`config.mk`:
```
export PLATFORM = sky130hd
export DESIGN_NAME = imem_arbiter
export DESIGN_NICKNAME = d
export VERILOG_FILES = /design/src/rtl/imem_pkg.sv /design/src/rtl/imem_arbiter.sv
export SDC_FILE = /design/constraint.sdc
export NUM_CORES = 1
export LEC_CHECK = 0
export ABC_AREA = 1
export BUFFER_PORTS_ARGS = -buffer_cell sky130_fd_sc_hd__buf_2
export CAP_MARGIN = 20
export CORE_MARGIN = 2
export CORE_UTILIZATION = 30
export CTS_CLUSTER_SIZE = 20
export DETAILED_ROUTE_END_ITERATION = 8
export GPL_TIMING_DRIVEN = 0
export HOLD_SLACK_MARGIN = 0.1
export SLEW_MARGIN = 20
export SYNTH_ARGS = -nofsm -noshare
export SYNTH_HDL_FRONTEND = slang
export SYNTH_SLANG_ARGS = --single-unit
```
`constraint.sdc`:
```
create_clock -name clk -period 1.7 [get_ports clk]
set_input_delay 0.34 -clock clk [delete_from_list [all_inputs] [get_ports clk]]
set_output_delay 0.34 -clock clk [all_outputs]
set_load 0.02 [all_outputs]
```
`src/rtl/imem_pkg.sv`:
```
// imem_pkg: shared owner encoding, fetch NOP constant and address range check for the instruction memory
package imem_pkg;
  localparam logic [31:0] NOP_INST = 32'h00000013;
  typedef enum logic [1:0] {OWN_NONE, OWN_IF, OWN_DBG} owner_e;
  function automatic logic out_of_range(input logic [31:0] addr, input int unsigned addr_w);
    return (addr >> (addr_w + 2)) != 32'd0;
  endfunction
endpackage

```
`src/rtl/imem_arbiter.sv`:
```
// imem_arbiter: single-port instruction RAM shared by core fetch and debug/loader, debug-first with burst cap
module imem_arbiter #(
  parameter int ADDR_W = 12,
  parameter int DATA_W = 32,
  parameter int MAX_DBG_BURST = 4,
  parameter logic [DATA_W-1:0] NOP_INST = imem_pkg::NOP_INST
) (
  input  logic              clk,
  input  logic              rst,
  input  logic              if_req_i,
  input  logic [31:0]       if_addr_i,
  output logic              if_gnt_o,
  output logic              if_rvalid_o,
  output logic [DATA_W-1:0] if_rdata_o,
  output logic              hold_o,
  input  logic              dbg_halt_i,
  input  logic              dbg_req_i,
  input  logic              dbg_we_i,
  input  logic [31:0]       dbg_addr_i,
  input  logic [DATA_W-1:0] dbg_wdata_i,
  output logic              dbg_gnt_o,
  output logic              dbg_rvalid_o,
  output logic [DATA_W-1:0] dbg_rdata_o,
  output logic              mem_en_o,
  output logic              mem_we_o,
  output logic [ADDR_W-1:0] mem_addr_o,
  output logic [DATA_W-1:0] mem_wdata_o,
  input  logic [DATA_W-1:0] mem_rdata_i
);
  import imem_pkg::*;
  localparam int CW = $clog2(MAX_DBG_BURST + 1);
  localparam logic [CW-1:0] BURST_MAX = CW'(MAX_DBG_BURST);
  logic [CW-1:0] burst_q, burst_d;
  owner_e owner_q, owner_d;
  logic oor_q, oor_d;
  logic [DATA_W-1:0] if_rdata_q, if_rdata_d, dbg_rdata_q, dbg_rdata_d;
  logic if_oor, dbg_oor, fetch_wins;
  always_comb begin
    if_oor = out_of_range(if_addr_i, ADDR_W);
    dbg_oor = out_of_range(dbg_addr_i, ADDR_W);
    // fetch only overrides debug once debug has used up its burst allowance
    fetch_wins = burst_q == BURST_MAX && if_req_i && !dbg_halt_i;
    dbg_gnt_o = !rst && dbg_req_i && !fetch_wins;
    if_gnt_o = !rst && if_req_i && !dbg_halt_i && !dbg_gnt_o;
    hold_o = if_req_i && !if_gnt_o;
    mem_en_o = (dbg_gnt_o && !dbg_oor) || (if_gnt_o && !if_oor);
    mem_we_o = dbg_gnt_o && dbg_we_i && !dbg_oor;
    mem_addr_o = dbg_gnt_o ? dbg_addr_i[ADDR_W+1:2] : if_gnt_o ? if_addr_i[ADDR_W+1:2] : '0;
    mem_wdata_o = dbg_gnt_o ? dbg_wdata_i : '0;
    burst_d = (rst || !if_req_i || if_gnt_o) ? '0
            : (dbg_gnt_o && burst_q != BURST_MAX) ? burst_q + CW'(1) : burst_q;
    owner_d = (dbg_gnt_o && !dbg_we_i) ? OWN_DBG : if_gnt_o ? OWN_IF : OWN_NONE;
    oor_d = dbg_gnt_o ? dbg_oor : if_oor;
    if_rvalid_o = !rst && owner_q == OWN_IF;
    dbg_rvalid_o = !rst && owner_q == OWN_DBG;
    if_rdata_o = rst ? '0 : if_rvalid_o ? (oor_q ? NOP_INST : mem_rdata_i) : if_rdata_q;
    dbg_rdata_o = rst ? '0 : dbg_rvalid_o ? (oor_q ? '0 : mem_rdata_i) : dbg_rdata_q;
    if_rdata_d = if_rdata_o;
    dbg_rdata_d = dbg_rdata_o;
  end
  always_ff @(posedge clk) begin
    if (rst) begin
      burst_q <= '0;
      owner_q <= OWN_NONE;
      oor_q <= 1'b0;
      if_rdata_q <= '0;
      dbg_rdata_q <= '0;
    end else begin
      burst_q <= burst_d;
      owner_q <= owner_d;
      oor_q <= oor_d;
      if_rdata_q <= if_rdata_d;
      dbg_rdata_q <= dbg_rdata_d;
    end
  end
endmodule

```
==> results by group <==
Status
  • Violations in the final reports: setup timing
  • Result of the run: finished, violations left

Clock network
  • TritonCTS clock tree: yes
  • Clock sink total: 70
  • Clock transition at the registers of the reported paths: 60 ps
  • Hold buffer count at CTS: 0
  • Worst-case clock buffer depth: 2
  • Num CTS Buffers: 9
  • Root buffer selected by CTS: sky130_fd_sc_hd__clkbuf_16
  • Maximum level of the CTS H-tree: 3
  • Worst-Skew Late Latency: 340 ps

Setup path
  • Buffers and inverters on the worst path: 4
  • Critical Path End Type: output port
  • CP max FO: 5
  • R2R depth: 14
  • Cell-by-cell listing of the critical path: inv_2, ha_4, nand2_4, o21ai_4, inv_2, buf_6, nand2_2, nand2_2, buf_6
  • Maximum single-stage delay on the critical path: about 320 ps
  • Startpoint-to-endpoint class of the critical path: flop to output port
  • Crit path max-delay family: buffers and inverters
  • Reg-to-reg startpoint: burst_q[0]
  • Arrival time at the worst endpoint: 1650 ps
  • Required time of the critical path: approximately 1400 ps
  • Worst R2R Setup Slack: -30 ps
  • End of the worst register-to-register path: oor_q
  • Max stage delay cell, worst path: sky130_fd_sc_hd__dfxtp_2
  • Sort of element at the start of the critical path: flop

Final layout
  • Post-layout nets: about 1000
  • Final instance area: 0.00789 mm^2
  • Layout cells sized above 1: 0.636
  • Antenna cell count: 0
  • Utilization after layout: 0.665
  • Area growth from synthesis to final layout: 119%

Detailed routing
  • DRT Pass-1 Iters: 4
  • Number of design rule violations left after detail routing: 0
  • Post-DR vias/cell: 4.69
  • Routed Antenna Nets: 0
  • Post-Route WL: 16200 um
  • Vias post-DR: 4700
  • DRT iter0 DRCs: 227
  • Drt wl/cell: 16.2 um

Global route
  • Initial antenna violation count: 0
  • Pin count of the biggest net entering global routing: 14
  • Number of global-route vias before repair: 4519
  • Total global routing track utilization: 0.227
  • First-pass GRT wire length: 22800 um
  • Total gr overflow: 0

Synth
  • Biggest area contributors in the synthesized netlist: sky130_fd_sc_hd__dfxtp_1, sky130_fd_sc_hd__nor2_1, sky130_fd_sc_hd__a21oi_1
  • Post-synth top cells: sky130_fd_sc_hd__nor2_1, sky130_fd_sc_hd__dfxtp_1, sky130_fd_sc_hd__a21oi_1, sky130_fd_sc_hd__nand2_1, sky130_fd_sc_hd__inv_1
  • EDFF count, synth: 0
  • Dominant cell by count in the synthesized netlist: sky130_fd_sc_hd__nor2_1
  • Library cell occupying the most area in the post-synthesis netlist: sky130_fd_sc_hd__dfxtp_1
  • Count of different cell masters after synthesis: 28
  • Yosys top cell area share: 0.389
  • Register area share after synthesis: 0.389
  • Synthesis-stage register bit count: 70
  • Synth Instances: 545
  • Total standard cell area after synthesis: 0.00360 mm^2
  • Commonest register cell after synthesis: sky130_fd_sc_hd__dfxtp_1
  • Syn nets: 681
  • Post-synth ARST share: 0
  • Synth warn: 0
  • Avg Inst Size Synth: between 6 and 7 um^2

Placed design
  • HPWL after detailed placement: 10300 um
  • Routability-driven placement congestion ratio: 0.763
  • Quantity of I/O buffers inserted on ports: 243
  • Post-Place Cell Area: 0.00500 mm^2

STA
  • Setup-violating endpoint count in the final report: roughly 120
  • Summed negative setup slack over all endpoints: -26720 ps
  • Min Clock Period, post-route: 1990 ps
  • Actual slew at the worst max-slew pin: 448 ps
  • Max Clock Skew: 8.28 ps
  • Final hold slack: 164 ps
  • RSZ-0062 raised after global routing: true
  • Part of the cycle the worst path needs: 1.17
  • Max_slew headroom: 0.698
  • Final number of hold-violating endpoints: 0
  • Achievable frequency: just over 500 MHz
  • Final Max Slew Viols: 0
  • Post-route setup slack: -287 ps

Floorplanning
  • Width of the die: 114 um
  • Die extent in y: 114 um
  • Top-level port count: 249
  • Initial Util: 0.303
  • Row cnt: 40
  • Core region area: 0.0119 mm^2
  • Area enclosed by the die boundary: 0.0129 mm^2

Min path
  • Endpoint of the worst hold-timing path: owner_q[1]
  • Source of the worst hold timing path: dbg_we_i
  • Class of the most critical hold timing path: primary input to flop
  • Hold Path Depth: 2

Power and ir drop
  • VDD IR-drop max: 0.511 mV
  • Power per cell area: 646 mW/mm^2
  • LEAKAGE: 3.69 nW

Run
  • Max-capacitance violation count: 0
## kinds of logic (layout without fill, tap and decap cells)
family | count (synthesis) | after routing | share of synthesized area
buf+inv | 86 | 396 | 0.114
flops | 70 | 70 | 0.389
simple gates | 251 | 251 | 0.287
xor+xnor | 1 | 1 | 0.00243
compound gates | 135 | 135 | 0.200
fa+ha+maj | 2 | 2 | 0.00695
## power by group
part           leakage, nW  total [mW]  internal (mW)  switching, mW
clock network        0.155        2.10           1.33          0.766
logic                 2.96        1.26          0.564          0.698
registers            0.572        1.73           1.70         0.0312
total                 3.69        5.09           3.60           1.50
## sequential cells by signal, summed over array words and instances (netlist names)
name,cells
dbg_rdata_q,32
if_rdata_q,32
burst_q,3
owner_q,2
oor_q,1
## how the worst max path moves through the flow
stage	startpoint	end	slack [ps]	cells past startpoint
after global placement	oor_q	dbg_rdata_o[29]	-210	5
after floorplan	burst_q[0]	mem_en_o	40	8
after global routing	burst_q[0]	mem_addr_o[2]	-390	9
after detailed placement	oor_q	dbg_rdata_o[29]	-200	5
after CTS	burst_q[0]	mem_addr_o[11]	-270	10
final	burst_q[0]	mem_addr_o[10]	-290	9
## per-layer routing
| layer | vias to the layer above | GRT usage | share of wire |
|---|---|---|---|
| met5 | - | 0 | 0 |
| met1 | 2170 | 0.257 | 0.39 |
| met4 | 0 | 0.102 | 0.029 |
| met2 | 172 | 0.415 | 0.53 |
| li1 | 2329 | - | - |
| met3 | 29 | 0.0393 | 0.051 |
## layout make-up
| class | count | area, um^2 |
|---|---|---|
| well taps | 147 | 184 |
| flip-flops and latches | 70 | 1410 |
| inverters | 55 | 239 |
| plain buffers | 30 | 354 |
| repair buffers | 295 | 2460 |
| clock buffers | 10 | 239 |
| multi-input cells | 389 | 2910 |
| fillers | 963 | 3970 |
| clock inverters | 6 | 92.6 |
## placed cells by master, fill, tap and decap left out, drive strengths merged
cell and instances:
clkinv 2, nor3 1, nand3 6, o21ai 63
or2 1, xnor2 1, nor2 179, clkinvlp 2
clkbuf 23, ha 2, inv 55, nand2 63
dfxtp 70, nand3b 1, buf 312, bufinv 2
a21oi 72
## timing repair
| action | 4_1_cts | 5_1_grt |
|---|---|---|
| gates cloned | 9 | 3 |
| pin swaps | 34 | 42 |
| setup buffers | 26 | 21 |
| resized for setup | 335 | 257 |
| setup endpoints to repair | 115 | 116 |
## through the flow
step / total power, mW / std cells / setup slack [ps]
after floorplan: 2.18 / 545 / 39.8
after detailed placement: 2.53 / 935 / -197
after CTS: 4.87 / 986 / -274
after global placement: 2.53 / 935 / -212
after global routing: 5.26 / 1002 / -387
final: 5.09 / 1002 / -287
No activity file was read; power rests on OpenSTA's default activity.
